### config.mk
export PLATFORM = sky130hd
export DESIGN_NAME = imem_fetch_ctrl
export DESIGN_NICKNAME = d
export VERILOG_FILES = /design/src/rtl/imem_fetch_ctrl_pkg.sv /design/src/rtl/imem_fetch_ctrl_watchdog.sv /design/src/rtl/imem_fetch_ctrl.sv
export SDC_FILE = /design/constraint.sdc
export NUM_CORES = 1
export LEC_CHECK = 0
export ABC_AREA = 1
export BUFFER_PORTS_ARGS = -buffer_cell sky130_fd_sc_hd__buf_4
export CORE_MARGIN = 2
export CORE_UTILIZATION = 34
export CTS_CLUSTER_DIAMETER = 200
export DETAILED_ROUTE_END_ITERATION = 10
export HOLD_SLACK_MARGIN = 0.02
export PLACE_DENSITY = 0.57
export RECOVER_POWER = 25
export SETUP_SLACK_MARGIN = 0.2
export SLEW_MARGIN = 20
export SYNTH_ARGS = -nofsm -noshare
export SYNTH_HDL_FRONTEND = slang
export SYNTH_SLANG_ARGS = --single-unit
### constraint.sdc
create_clock -name clk -period 3.5 [get_ports clk]
set_clock_uncertainty 0.1 [all_clocks]
set_input_delay 0.35 -clock clk [delete_from_list [all_inputs] [get_ports clk]]
set_output_delay 0.35 -clock clk [all_outputs]
set_load 0.1 [all_outputs]
### src/rtl/imem_fetch_ctrl_pkg.sv
// Shared fetch-unit package: FSM state encoding,
// default NOP word and PC increment helper.
package imem_fetch_ctrl_pkg;

    localparam logic [1:0] ST_IDLE   = 2'd0;
    localparam logic [1:0] ST_REQ    = 2'd1;
    localparam logic [1:0] ST_HOLD   = 2'd2;
    localparam logic [1:0] ST_SQUASH = 2'd3;

    localparam logic [31:0] NOP_INSTR_DEF = 32'h0000_0013;

    // Sequential PC; wraps naturally at 2^32.
    function automatic logic [31:0] next_pc(input logic [31:0] pc);
        return pc + 32'd4;
    endfunction

endpackage

### src/rtl/imem_fetch_ctrl_watchdog.sv
// fetch_watchdog: saturating wait counter with sticky timeout flag.
// Ports: clk, rst (sync, active-low), i_clear, i_enable, o_flag.
module fetch_watchdog #(
    parameter int TIMEOUT = 255
) (
    input  logic clk,
    input  logic rst,
    input  logic i_clear,
    input  logic i_enable,
    output logic o_flag
);

    localparam int RAW_W = $clog2(TIMEOUT + 1);
    localparam int CW    = (RAW_W > 8) ? RAW_W : 8;

    logic [CW-1:0] r_cnt;
    logic          r_flag;
    logic [CW-1:0] w_inc;
    logic [CW-1:0] w_max;
    logic [CW-1:0] w_limit;

    assign w_max   = '1;
    assign w_limit = CW'(TIMEOUT);
    // Saturate instead of wrapping so a long stall never re-arms.
    assign w_inc   = (r_cnt == w_max) ? w_max : r_cnt + CW'(1);

    always_ff @(posedge clk) begin
        if (!rst) begin
            r_cnt  <= '0;
            r_flag <= 1'b0;
        end else if (i_clear) begin
            r_cnt  <= '0;
        end else if (i_enable) begin
            r_cnt <= w_inc;
            if (w_inc >= w_limit) begin
                r_flag <= 1'b1;
            end
        end
    end

    assign o_flag = r_flag;

endmodule

### src/rtl/imem_fetch_ctrl.sv
// Instruction-memory fetch controller: single outstanding request,
// hold buffer for pipeline stalls, wrong-path squash, watchdog.
// Ports: clk, rst (sync, active-low), fetch_addr/redirect/pipe_stall
// from the PC stage; mem_req/mem_addr/mem_ack/mem_rdata to memory;
// instr/instr_valid/imem_stall to the fetch latch; err_timeout flag.
module imem_fetch_ctrl #(
    parameter logic [31:0] NOP_INSTR = imem_fetch_ctrl_pkg::NOP_INSTR_DEF,
    parameter int          TIMEOUT   = 255
) (
    input  logic        clk,
    input  logic        rst,
    input  logic [31:0] fetch_addr,
    input  logic        redirect,
    input  logic        pipe_stall,
    output logic        mem_req,
    output logic [31:0] mem_addr,
    input  logic        mem_ack,
    input  logic [31:0] mem_rdata,
    output logic [31:0] instr,
    output logic        instr_valid,
    output logic        imem_stall,
    output logic        err_timeout
);

    import imem_fetch_ctrl_pkg::*;

    logic [1:0]  r_state;
    logic [31:0] r_addr;
    logic [31:0] r_hold;

    logic [1:0]  w_next_state;
    logic [31:0] w_next_addr;
    logic        w_capture;
    logic        w_valid;
    logic        w_use_hold;
    logic        w_release;
    logic        w_active;
    logic        w_wd_clear;
    logic        w_wd_flag;

    always_comb begin
        w_next_state = r_state;
        w_next_addr  = r_addr;
        w_capture    = 1'b0;
        w_valid      = 1'b0;
        w_use_hold   = 1'b0;
        w_release    = 1'b0;
        unique case (r_state)
            ST_IDLE: begin
                w_next_state = ST_REQ;
                w_next_addr  = fetch_addr;
            end
            ST_REQ: begin
                if (mem_ack) begin
                    if (redirect) begin
                        w_release   = 1'b1;
                        w_next_addr = fetch_addr;
                    end else if (!pipe_stall) begin
                        w_valid     = 1'b1;
                        w_release   = 1'b1;
                        w_next_addr = next_pc(fetch_addr);
                    end else begin
                        w_capture    = 1'b1;
                        w_next_state = ST_HOLD;
                    end
                end else if (redirect) begin
                    // Request stays on the bus; its data is wrong-path.
                    w_next_state = ST_SQUASH;
                end
            end
            ST_HOLD: begin
                if (redirect) begin
                    w_release    = 1'b1;
                    w_next_state = ST_REQ;
                    w_next_addr  = fetch_addr;
                end else if (!pipe_stall) begin
                    w_valid      = 1'b1;
                    w_use_hold   = 1'b1;
                    w_release    = 1'b1;
                    w_next_state = ST_REQ;
                    w_next_addr  = next_pc(fetch_addr);
                end
            end
            ST_SQUASH: begin
                // PC already points at the redirect target; keep it held.
                if (mem_ack) begin
                    w_next_state = ST_REQ;
                    w_next_addr  = fetch_addr;
                end
            end
            default: begin
                w_next_state = ST_IDLE;
            end
        endcase
    end

    always_ff @(posedge clk) begin
        if (!rst) begin
            r_state <= ST_IDLE;
            r_addr  <= '0;
            r_hold  <= '0;
        end else begin
            r_state <= w_next_state;
            r_addr  <= w_next_addr;
            if (w_capture) begin
                r_hold <= mem_rdata;
            end
        end
    end

    assign w_active   = (r_state == ST_REQ) || (r_state == ST_SQUASH);
    assign w_wd_clear = (w_next_state != r_state) || mem_ack;

    fetch_watchdog #(
        .TIMEOUT (TIMEOUT)
    ) u_wd (
        .clk      (clk),
        .rst      (rst),
        .i_clear  (w_wd_clear),
        .i_enable (w_active),
        .o_flag   (w_wd_flag)
    );

    // Outputs are forced to reset values for the whole reset cycle,
    // not just after the sampling edge.
    assign mem_req     = rst && w_active;
    assign mem_addr    = rst ? r_addr : 32'd0;
    assign instr_valid = rst && w_valid;
    assign instr       = instr_valid ? (w_use_hold ? r_hold : mem_rdata)
                                     : NOP_INSTR;
    assign imem_stall  = !(rst && w_release);
    assign err_timeout = rst && w_wd_flag;

endmodule

==> metrics.txt <==
Worst Hold Endpoint r_addr[1]; most common cell after layout, fill and taps aside nand2_1; layout cells sized above 1 0.176; final instance area just under 0.006 mm^2; sequential fraction of the synthesis area 0.335; Synth Area in Compound Gates 0.191; most frequent cells in the layout 137 x nand2_1, 123 x inv_1, 119 x buf_4; multiplexer area fraction after synthesis 0; Residual DRC 0; die area 0.0141 mm^2; I/O Buffers 136; slowest stage cell, crit path dfxtp_1; worst reg2reg path endpoint r_addr[2]; number of buffers created by CTS 9; row cnt slightly above 40; Tightest Pin Transition 1.19 ns; Critical Path End Type output port; Via Count 4850; CP max stage delay between 0.4 and 0.5 ns; CTS sink cnt 75; hold depth 2; Nets about 910; DRT antenna net count 0; H-tree depth 3; Tightest Hold Check Type primary input to register; Clk pin slew, worst setup/hold paths about 0.06 ns; VDD IR-drop max around 0.00016 V; syn_nets 789; R2R setup slack ~0.8 ns; worst reg-to-reg path cell count 8; Worst EP required 3.05 ns; pre-CTS WS 0.841 ns; yosys warns 0; gr ovfl total 0; final hold viol count 0; root buf cell clkbuf_16; Post-Syn Area roughly 0.0045 mm^2; placed inst area between 0.005 and 0.006 mm^2; Fillers 1412; first-pass GRT wire length between 20 and 25 mm; Initial DRT Pass Iterations 5; n_diodes 0; Core Region roughly 0.013 mm^2; Critical R2R Launch r_state[1]; Worst Setup Slack, final about 0.50 ns; register area ~0.0015 mm^2; Avg Cell Area, Syn about 6.3 um^2; Post-CTS Resized 0; vias in the first global route ~4400; Yosys reg bits 75; post-synthesis xor/xnor area fraction 0.0274; PwrDens between 400 and 500 mW/mm^2; hpwl dp 9.77 mm; Synth cell types 33; LEAKAGE roughly 2.8 nW; hold path start fetch_addr[1]; Crit Path Class register to output port; normalized max-slew margin 0.207; die height between 100 and 150 um; vias per cell roughly 4.8; largest net degree at the start of global routing 65; RSZ-0062 raised after global routing false; Multi-input gate area 0.00235 mm^2; drt wl/cell 13.2 um; Initial Utilization 0.352; Slew Viols, Final 0; critical path launch point type register; gr usage total 0.187; Clock Tree Buf Depth 2; Synth Area in Simple Gates 0.288; adder-cell share of the synthesized area 0.0196; Total Power 0.00241 W; # hold bufs at CTS 0; Post-Route WL around 13 mm; # Post-CTS Setup Buffers 0; crit-path max FO 23; worst path cell trace inv_1 > ha_1 > nand4_1 > buf_4 > nor2_1 > buf_4; fin crit period 3.00 ns; Most Frequent Cell on Critical Path buf_4; die width 119 um; Max Freq 334 MHz; status finished, final reports clean; Iteration-0 DRC Markers 238; Final TNS setup 0 ns; Worst-Skew Late Latency roughly 0.33 ns; WP data arrival about 2.6 ns; Setup-failing EPs final 0; largest family of logic cells by synthesized area simple AND/OR/NAND/NOR gates; Mapped Cells approximately 710; Ports approximately 140; CTS tree yes; final clock period utilization by the worst path 0.857; routability cong. between 0.9 and 1; Max-Cap Viols 0; initial antenna violation count 0; Area Growth Syn to Fin 29.8%
## report_power, final
group          internal (W)  total (W)  switching [W]
Sequential         0.000912   0.000931      0.0000186
Combinational      0.000155   0.000588       0.000433
Clock              0.000535   0.000891       0.000356
## metal layers
metal  vias to the layer above  share of wire  track usage
li1                       2527              -            -
met1                      2176           0.46        0.230
met2                       130           0.47        0.310
met3                        17          0.055       0.0487
met4                         0          0.018       0.0707
met5                         -              0            0
## state kept, by name, summed over array words and instances, names as in the netlist
name / count
r_state: 2
r_hold: 32
u_wd.o_flag: 1
u_wd.r_cnt: 8
r_addr: 32
## synth_stat cells (all sizes together)
master,number,area share
and2,1,0.0014
nor3,8,0.010
inv,127,0.11
o21ai,54,0.061
nor2,101,0.094
a21boi,1,0.0017
a31oi,2,0.0028
nand2,138,0.12
buf,11,0.016
nand4,13,0.018
ha,7,0.020
xor2,9,0.018
xnor2,5,0.0098
o22ai,33,0.046
o211ai,3,0.0050
a21oi,61,0.068
nand3b,1,0.0017
dfxtp,75,0.34
clkbuf,19,0.016
o21bai,1,0.0017
o22a,2,0.0039
nand3,41,0.047
## worst max-delay path: cells and delay by family, from the launching register on
kind,cells,cell delay [ns]
adder cells (fa/ha/maj),1,0.39
flip-flops,1,0.44
buffers and inverters,3,0.83
AND/OR/NAND/NOR,2,0.55
## worst max path at each step
stage	startpoint	to	slack [ns]	cells past startpoint
after floorplan	r_state[0]	instr[0]	0.28	8
after global placement	r_state[1]	r_addr[2]	0.96	8
after detailed placement	r_state[1]	r_addr[2]	0.84	8
after CTS	r_state[1]	instr[5]	0.52	6
after global routing	r_state[1]	instr[13]	0.38	8
final	r_state[1]	instr[5]	0.50	6
## area by class of cell
class,count,share of cell area
clock buffers,14,0.0472
clock inverters,1,0.00129
inverters,127,0.0827
multi-input cells,481,0.405
flip-flops and latches,75,0.258
well taps,172,0.0370
repair buffers,141,0.168
## per-stage QoR
step	instances	util	hold WS [ns]
floorplan	713	-	0.317
global placement	996	0.441	0.330
detailed placement	996	0.441	0.337
CTS	1011	0.463	0.125
global route	1011	0.457	0.123
finish	1011	0.457	0.134
## logic make-up (layout without fill, tap and decap cells)
logic type,count (synthesis),after routing
AO/OA/AOI/OAI,157,157
XOR/XNOR,14,14
adder cells (fa/ha/maj),7,7
buffers and inverters,157,283
flip-flops,75,75
AND/OR/NAND/NOR,303,303
No activity file was read; power rests on OpenSTA's default activity.
